--- src/rtl/uart.sv ---
// Byte-lane UART: 8N1 transmitter with one holding byte, receiver with one buffer byte.
// Four registers in two halfwords: DATA/STATUS and DIVLO/DIVHI+tx_ie.
module uart #(
    parameter logic [15:0] BASE      = 16'h0010,
    parameter logic [15:0] DIV_RESET = 16'd103
) (
    input  logic        clk,
    input  logic        reset_n,
    input  logic [14:0] write_addr_even,
    input  logic [14:0] write_addr_odd,
    input  logic [7:0]  write_data_even,
    input  logic [7:0]  write_data_odd,
    input  logic        write_en_even,
    input  logic        write_en_odd,
    input  logic [14:0] read_addr_even,
    input  logic [14:0] read_addr_odd,
    output logic [7:0]  read_data_even,
    output logic [7:0]  read_data_odd,
    input  logic        rxd,
    output logic        txd,
    output logic        irq
);

    localparam logic [14:0] HA0 = BASE[15:1];
    localparam logic [14:0] HA1 = BASE[15:1] + 15'd1;

    typedef enum logic {TX_IDLE, TX_SHIFT} tx_state_t;
    typedef enum logic [2:0] {
        RX_IDLE, RX_START, RX_DATA, RX_STOP, RX_WAIT
    } rx_state_t;

    logic [14:0] divisor;
    logic        tx_ie;

    tx_state_t   tx_state;
    logic [7:0]  tx_hold;
    logic [9:0]  tx_sh;
    logic [14:0] tx_div;
    logic [14:0] tx_cnt;
    logic [3:0]  tx_bit;
    logic        tx_full;
    logic        tx_busy;
    logic        txd_q;

    rx_state_t   rx_state;
    logic        rx_s1;
    logic        rx_s2;
    logic        rx_prev;
    logic [14:0] rx_div;
    logic [14:0] rx_cnt;
    logic [2:0]  rx_bit;
    logic [7:0]  rx_sh;
    logic [7:0]  rx_buf;
    logic        rx_valid;
    logic        rx_overrun;
    logic        rx_ferr;

    logic        dat_we;
    logic        divlo_we;
    logic        divhi_we;
    logic        pop;
    logic        stat_rd;
    logic        tx_empty;
    logic        tx_tick;
    logic        tx_last;
    logic        tx_load;
    logic        rx_tick;
    logic        rx_done;
    logic        rx_bad;
    logic [15:0] rx_half;
    logic [7:0]  status;

    assign dat_we   = write_en_even && (write_addr_even == HA0);
    assign divlo_we = write_en_even && (write_addr_even == HA1);
    assign divhi_we = write_en_odd && (write_addr_odd == HA1);
    assign pop      = (read_addr_even == HA0);
    assign stat_rd  = (read_addr_odd == HA0);

    assign tx_empty = !tx_busy && !tx_full;
    assign status   = {2'b00, tx_empty, rx_ferr, rx_overrun,
                       rx_valid, tx_full, tx_busy};
    assign irq      = rx_valid | (tx_empty & tx_ie);
    assign txd      = txd_q;

    always_ff @(posedge clk or negedge reset_n) begin
        if (!reset_n) begin
            divisor <= DIV_RESET[14:0];
            tx_ie   <= 1'b0;
        end else begin
            if (divlo_we)
                divisor[7:0] <= write_data_even;
            if (divhi_we) begin
                divisor[14:8] <= write_data_odd[6:0];
                tx_ie         <= write_data_odd[7];
            end
        end
    end

    // Reload straight from the stop bit so consecutive bytes abut.
    assign tx_tick = (tx_cnt == tx_div);
    assign tx_last = (tx_bit == 4'd9);
    assign tx_load = tx_full &&
                     ((tx_state == TX_IDLE) || (tx_tick && tx_last));

    always_ff @(posedge clk or negedge reset_n) begin
        if (!reset_n) begin
            tx_state <= TX_IDLE;
            tx_hold  <= 8'h00;
            tx_sh    <= 10'h3ff;
            tx_div   <= 15'd0;
            tx_cnt   <= 15'd0;
            tx_bit   <= 4'd0;
            tx_full  <= 1'b0;
            tx_busy  <= 1'b0;
            txd_q    <= 1'b1;
        end else begin
            if (dat_we && !tx_full) begin
                tx_hold <= write_data_even;
                tx_full <= 1'b1;
            end
            if (tx_load) begin
                tx_state <= TX_SHIFT;
                tx_sh    <= {1'b1, tx_hold, 1'b0};
                txd_q    <= 1'b0;
                tx_full  <= 1'b0;
                tx_busy  <= 1'b1;
                tx_bit   <= 4'd0;
                tx_cnt   <= 15'd0;
                tx_div   <= divisor;
            end else if (tx_state == TX_SHIFT) begin
                if (tx_tick) begin
                    tx_cnt <= 15'd0;
                    tx_div <= divisor;
                    if (tx_last) begin
                        tx_state <= TX_IDLE;
                        tx_busy  <= 1'b0;
                        txd_q    <= 1'b1;
                    end else begin
                        tx_bit <= tx_bit + 4'd1;
                        tx_sh  <= {1'b1, tx_sh[9:1]};
                        txd_q  <= tx_sh[1];
                    end
                end else begin
                    tx_cnt <= tx_cnt + 15'd1;
                end
            end
        end
    end

    assign rx_half = ({1'b0, rx_div} + 16'd1) >> 1;
    assign rx_tick = (rx_cnt == rx_div);
    assign rx_done = (rx_state == RX_STOP) && rx_tick && rx_s2;
    assign rx_bad  = (rx_state == RX_STOP) && rx_tick && !rx_s2;

    // Sync flops reset low so a start bit needs a high sample first.
    always_ff @(posedge clk or negedge reset_n) begin
        if (!reset_n) begin
            rx_state   <= RX_IDLE;
            rx_s1      <= 1'b0;
            rx_s2      <= 1'b0;
            rx_prev    <= 1'b0;
            rx_div     <= 15'd0;
            rx_cnt     <= 15'd0;
            rx_bit     <= 3'd0;
            rx_sh      <= 8'h00;
            rx_buf     <= 8'h00;
            rx_valid   <= 1'b0;
            rx_overrun <= 1'b0;
            rx_ferr    <= 1'b0;
        end else begin
            rx_s1   <= rxd;
            rx_s2   <= rx_s1;
            rx_prev <= rx_s2;
            unique case (rx_state)
                RX_IDLE: begin
                    if (rx_prev && !rx_s2) begin
                        rx_state <= RX_START;
                        rx_cnt   <= 15'd0;
                        rx_div   <= divisor;
                    end
                end
                RX_START: begin
                    if ({1'b0, rx_cnt} == rx_half) begin
                        rx_cnt   <= 15'd0;
                        rx_div   <= divisor;
                        rx_bit   <= 3'd0;
                        rx_state <= rx_s2 ? RX_IDLE : RX_DATA;
                    end else begin
                        rx_cnt <= rx_cnt + 15'd1;
                    end
                end
                RX_DATA: begin
                    if (rx_tick) begin
                        rx_cnt <= 15'd0;
                        rx_div <= divisor;
                        rx_sh  <= {rx_s2, rx_sh[7:1]};
                        rx_bit <= rx_bit + 3'd1;
                        if (rx_bit == 3'd7)
                            rx_state <= RX_STOP;
                    end else begin
                        rx_cnt <= rx_cnt + 15'd1;
                    end
                end
                RX_STOP: begin
                    if (rx_tick) begin
                        rx_cnt   <= 15'd0;
                        rx_div   <= divisor;
                        rx_state <= rx_s2 ? RX_IDLE : RX_WAIT;
                    end else begin
                        rx_cnt <= rx_cnt + 15'd1;
                    end
                end
                RX_WAIT: begin
                    if (rx_s2)
                        rx_state <= RX_IDLE;
                end
                default: rx_state <= RX_IDLE;
            endcase
            if (rx_done) begin
                rx_buf   <= rx_sh;
                rx_valid <= 1'b1;
            end else if (pop) begin
                rx_valid <= 1'b0;
            end
            if (rx_done && rx_valid && !pop)
                rx_overrun <= 1'b1;
            else if (stat_rd)
                rx_overrun <= 1'b0;
            if (rx_bad)
                rx_ferr <= 1'b1;
            else if (stat_rd)
                rx_ferr <= 1'b0;
        end
    end

    always_ff @(posedge clk or negedge reset_n) begin
        if (!reset_n) begin
            read_data_even <= 8'h00;
            read_data_odd  <= 8'h00;
        end else begin
            if (pop)
                read_data_even <= rx_buf;
            else if (read_addr_even == HA1)
                read_data_even <= divisor[7:0];
            else
                read_data_even <= 8'h00;
            if (stat_rd)
                read_data_odd <= status;
            else if (read_addr_odd == HA1)
                read_data_odd <= {tx_ie, divisor[14:8]};
            else
                read_data_odd <= 8'h00;
        end
    end

endmodule
--- config.mk ---
export PLATFORM = sky130hd
export DESIGN_NAME = uart
export DESIGN_NICKNAME = d
export VERILOG_FILES = /design/src/rtl/uart.sv
export SDC_FILE = /design/constraint.sdc
export NUM_CORES = 1
export LEC_CHECK = 0
export CAP_MARGIN = 20
export CORE_MARGIN = 3
export CORE_UTILIZATION = 30
export CTS_CLUSTER_SIZE = 40
export DETAILED_ROUTE_END_ITERATION = 16
export GPL_TIMING_DRIVEN = 0
export HOLD_SLACK_MARGIN = 0.05
export MAX_ROUTING_LAYER = met4
export PLACE_DENSITY = 0.57
export RECOVER_POWER = 100
export SETUP_SLACK_MARGIN = 0.5
export SYNTH_ARGS = -nofsm -noshare
export SYNTH_HDL_FRONTEND = slang
export SYNTH_SLANG_ARGS = --single-unit
--- constraint.sdc ---
create_clock -name clk -period 3.4 [get_ports clk]
set_input_delay 0.34 -clock clk [delete_from_list [all_inputs] [get_ports clk]]
set_output_delay 0.34 -clock clk [all_outputs]
set_load 0.005 [all_outputs]
# Word-level counts from Yosys, hierarchy flattened
# Index checks and enable logic that the tools add are counted.
[totals] elab_cells=152 input_bits=81 reg_bits=146
[op_classes] eq_ne=24 muxes=57 n_bitwise=3 n_reduce_logical=37 n_addsub=5
[ops] op="$mux W15" count=12
[ops] op="$eq A15 B4 Y1 const B" count=7
[ops] op="$pmux W15 S3" count=2
[ops] op="$eq A15 B15 Y1" count=3
[ops] op="$mux W10" count=4
[ops] op="$mux W8" count=4
[ops] op="$add A15 B1 Y15 const B" count=2
[ops] op="$mux W3" count=9
[ops] op="$mux W1" count=19
[ops] op="$add A15 B1 Y16 const B" count=1
[ops] op="$mux W4" count=4
[ops] op="$reduce_bool A2 Y1" count=8
[ops] op="$pmux W3 S5" count=1
[ops] op="$logic_and A1 B1 Y1" count=13
[ops] op="$ne A2 B2 Y1 const B" count=6
[ops] op="$reduce_and A3 Y1" count=3
[ops] op="$eq A3 B2 Y1 const B" count=2
[ops] op="$eq A3 B3 Y1 const B" count=2
[ops] op="$pmux W3 S2" count=1
[ops] op="$reduce_and A2 Y1" count=3
[ops] op="$reduce_and A6 Y1" count=1
[ops] op="$add A4 B1 Y4 const B" count=1
[ops] op="$eq A4 B4 Y1 const B" count=1
[ops] op="$logic_not A1 Y1" count=4
[ops] op="other kinds (12)" count=13

# Longest topological paths before layout
[logic_depth] word_depth=6 mapped_depth=12 mapped_depth_nobuf=9

# Worst setup path before layout
# Ideal clock, no wire load.
[synth_timing] path_type="flip-flop to flip-flop" startpoint="register rx_div[0]" endpoint="register rx_div[10]" path_slack_ns=0.753 required_time_ns=3.273 period_less_slack_ns=2.647 stages_incl_launch_ff=13 arrival_time_ns=2.519 cell_sequence="dfrtp_1 -> ha_1 -> buf_2 -> xnor2_1 -> o41ai_1 -> nand4_1 -> a211oi_1 -> nand4_2 -> o21ai_4 -> and2_1 -> buf_4 -> buf_8 -> mux2_1"
[synth_via] elab_chain_len=4
[synth_lines] item="from (decl)" line="49" source="logic [14:0] rx_div;"
[synth_lines] item="from (signal assigned)" line="179" source="rx_div <= divisor;"
[synth_lines] item="from (signal assigned)" line="185" source="rx_div <= divisor;"
[synth_lines] item="from (signal assigned)" line="195" source="rx_div <= divisor;"
[synth_lines] item="$add A15 B1 Y16" line="150" source="assign rx_half = ({1'b0, rx_div} + 16'd1) >> 1;"
[synth_lines] item="$eq A15 B15 Y1" line="183" source="if ({1'b0, rx_cnt} == rx_half) begin"
[synth_lines] item="$ne A2 B2 Y1 (no source line)"
[synth_lines] item="$reduce_and A4 Y1 (no source line) (*)"
# Every way passes the cells marked *; elsewhere a longest branch is shown, timed or not.
# A chain may end at the register's enable or synchronous reset.

# Worst setup path in the final report
[layout_timing] startpoint="register rx_div[1]" endpoint="register rx_cnt[12]"
[layout_via] elab_chain_len=4
[layout_lines] item="$add A15 B1 Y16" line="150"
[layout_lines] item="$eq A15 B15 Y1" line="183"
[layout_lines] item="$mux W15" line="183"
[layout_lines] item="$pmux W15 S3 (*)" line="174" source="unique case (rx_state)"
[layout_lines] item="to (signal assigned)" line="189" source="rx_cnt <= rx_cnt + 15'd1;"
[layout_lines] item="to (signal assigned)" line="201" source="rx_cnt <= rx_cnt + 15'd1;"
[layout_lines] item="to (signal assigned)" line="210" source="rx_cnt <= rx_cnt + 15'd1;"
[layout_lines] item="to (decl)" line="50" source="logic [14:0] rx_cnt;"
# Marked as above.

==> results_dict.tcl <==
set metrics [dict create \
    cp.required_ns 3.76 \
    swShare 0.290 \
    fmax_ghz 0.340 \
    post-route-util 0.401 \
    avgRoutedWirePerCell_microns 15.4 \
    status "finished with violations" \
    mostFrequentLayoutCells "128 x dfrtp_1, 73 x clkdlybuf4s50_1, 60 x mux2_2" \
    worstPathMaxFanout 10 \
    finalPower_mw 4.89 \
    finalCriticalPeriod_ns 2.94 \
    fin_hold_ws_ns 0.359 \
    synth_cells 647 \
    antenna_found_initial 0 \
    grt_pass1_vias 5412 \
    final_cell_area_sq_um 9240 \
    clock_latency_ns 0.43 \
    drtIter0Drc 297 \
    grt_pass1_wl_mm 28.2 \
    drive_gt1_frac 0.185 \
    io_buffers 97 \
    clkPwrFrac 0.377 \
    cp_slowest_cell "nor2_1" \
    cts_root_buf "clkbuf_16" \
    cts_tree "done" \
    relSlewSlack -0.0326 \
    setup_ws_ns 0.457 \
    routed_via_density 4.83 \
    syn_avg_cell_area_sq_um 11.1 \
    rows 55 \
    cts_max_level 4 \
    synthDistinctLibCells 59 \
    gp_congestion 0.807 \
    wl_mm 17.0 \
    numClockSinks 144 \
    dp_hpwl_mm 12.0 \
    drc_errors 0 \
    area_delta_synth_final_pct 29.2 \
    internal_power_mw 3.47 \
    clock_path_buffers 2 \
    die_w_microns 160 \
    worstPathCellList "ha_1 -> buf_6 -> and4_1 -> a21oi_1 -> o21ai_0 -> a31o_2 -> nand4_1 -> o21ai_0 -> buf_4 -> nor2_1 -> a22o_1" \
    grtUsageTotal 0.139 \
    diodes 0 \
    critical_path_class "flip-flop to flip-flop" \
    setup_viol 0 \
    cp_num_buf_inv 2 \
    synth_edf_count 0 \
    die_area_sq_um 25700 \
    timing_max_transition_violations_final 59 \
    synth_flop_cell "dfrtp_1" \
    violations "max-capacitance violations, max-slew violations" \
    worst_path_largest_cell_delay_ns 0.59 \
    seq_area_frac_synth 0.506 \
    synth_fp_nets 735 \
    grt_max_degree 87 \
    vias 5322 \
    dpl_cell_area_sq_um 8540 \
    rsz0062_at_grt "false" \
    powerDensity_nw_per_um2 529 \
    die_h_microns 160 \
    initial_utilization 0.310 \
    hp-class "flip-flop to flip-flop" \
    leakage_nw 4.20 \
    pre_cts_slack_ns 0.258 \
    syn_area_sq_um 7150 \
    first_pass_iters 4 \
    async_reset_ff_frac 1.00 \
    gr-total-overflow 0 \
    nNetsFinal 863 \
    power_switching_mw 1.42 \
    fin_worst_skew_ns 0.00737 \
    maxCapViolCount 1 \
    critPathTopFamily "compound AO/OA/AOI/OAI gates" \
    fin_crit_sh 0.866 \
    ys_seq_elements 144 \
    clk_pin_slew_worst_paths_ns 0.06 \
    arrival_ns 3.30 \
    seqPwrFrac 0.396 \
    comb_power_share 0.227 \
    cts_buffers 17 \
    coreArea_sq_um 23100 \
    ir_drop_v 0.000367 \
    ant_nets 0 \
    final_common_cell "dfrtp_1" \
    boundaryPins 99 \
    tightest_slew_ns 1.55 \
    end_kind "flip-flop" \
    ys_warn_count 0 \
    cpMostUsedCell "o21ai_0" \
    hold_viol_final 0 \
    cp-start-kind "flip-flop" \
]
[synthesized netlist by cell type, drive strengths merged (2+ instances only)]
library cell,instances,area [sq um]
nor2b,11,68.8
o41ai,2,17.5
nor4b,8,70.1
a31oi,3,18.8
and4,2,17.5
a211o,2,17.5
a21o,4,30.0
mux2,70,788
nor2,32,120
nor4,15,106
buf,17,96.3
nand3,21,110
o31ai,10,75.1
and3,19,119
mux2i,14,140
ha,7,87.6
nor3b,4,30.0
nor3,11,65.1
and2,4,25.0
nand4,17,113
o211ai,3,22.5
nand2b,5,31.3
dfrtp,130,3250
a311oi,2,17.5
clkbuf,23,87.6
xor2,24,210
a22oi,8,60.1
inv,7,26.3
xnor2,29,262
o21ai,50,262
a21oi,13,65.1
a211oi,2,15.0
dfstp,14,368
a22o,12,105
nand2,39,146
nand3b,2,15.0
[worst reg2reg max path: stages, from the launching register on]
cell     delay, ns
dfrtp_2       0.43
ha_1          0.20
buf_6         0.14
and4_1        0.22
a21oi_1       0.19
o21ai_0       0.11
a31o_2        0.27
nand4_1       0.15
o21ai_0       0.13
buf_4         0.19
nor2_1        0.59
a22o_1        0.27
[power by group through the flow]
stage	Sequential, mW	Clock, mW	Combinational, mW
6_report	1.94	1.84	1.11
3_5_place_dp	1.97	0	1.01
4_1_cts	1.94	1.89	1.05
3_3_place_gp	1.97	0	0.997
5_1_grt	1.95	1.97	1.22
2_1_floorplan	1.94	0	0.704
[layer usage]
metal	routed length [microns]	vias to the layer above	track usage	share of wire
met5	0	-	-	0
met4	208	0	0.0355	0.012
met3	870	14	0.0379	0.051
met2	7300	145	0.197	0.43
met1	8610	2565	0.197	0.51
li1	-	2598	-	-
[flip-flops by register name, indices dropped and copies added (netlist names), 8 cells and up]
register,flops
tx_sh,8
tx_cnt,15
rx_buf,8
tx_hold,8
read_data_even,8
tx_div,15
rx_sh,8
rx_div,15
read_data_odd,8
rx_cnt,15
divisor,15
[cells by family after synthesis]
logic type,count (synthesis),synth area share
AND/OR/NAND/NOR,193,0.148
XOR/XNOR,53,0.0660
flip-flops,144,0.506
multiplexers,84,0.130
AO/OA/AOI/OAI,119,0.108
adder cells (fa/ha/maj),7,0.0123
buffers and inverters,47,0.0294
[through the flow]
step                      instances  setup TNS, ns
final                          1101              0
after detailed placement       1058              0
after CTS                      1093              0
after global placement         1057        -558.99
after global routing           1101              0
after floorplan                 647              0
[repair_timing]
action,CTS,global route
pin swaps,4,6
gates resized for setup,4,12
hold endpoints to repair,53,0
setup endpoints to repair,20,45
setup buffers,2,7
hold buffers,1,0
gates cloned,0,1
[layout make-up]
class | count | area [sq um]
buffer | 40 | 200
clock buffer | 18 | 439
clock inverter | 14 | 145
fill | 2284 | 13800
inverter | 7 | 26.3
multi-input combinational | 456 | 3320
sequential | 144 | 3620
tap | 313 | 392
timing repair buffer | 109 | 1090
[path summary, 6_finish.rpt]
path / from / endpoint / slack [ns] / depth (start not counted)
setup / recovery: rx_div[1] / rx_cnt[12] / 0.46 / 11
hold reg to reg: rx_s1 / rx_s2 / 0.36 / 0
setup reg to reg: rx_div[1] / rx_cnt[12] / 0.46 / 11
hold / removal: rx_s1 / rx_s2 / 0.36 / 0
max in group asynchronous: reset_n / txd / 1.43 / 3
min in group asynchronous: reset_n / rx_cnt[9] / 0.85 / 2
(Power assumes the default switching activity.)
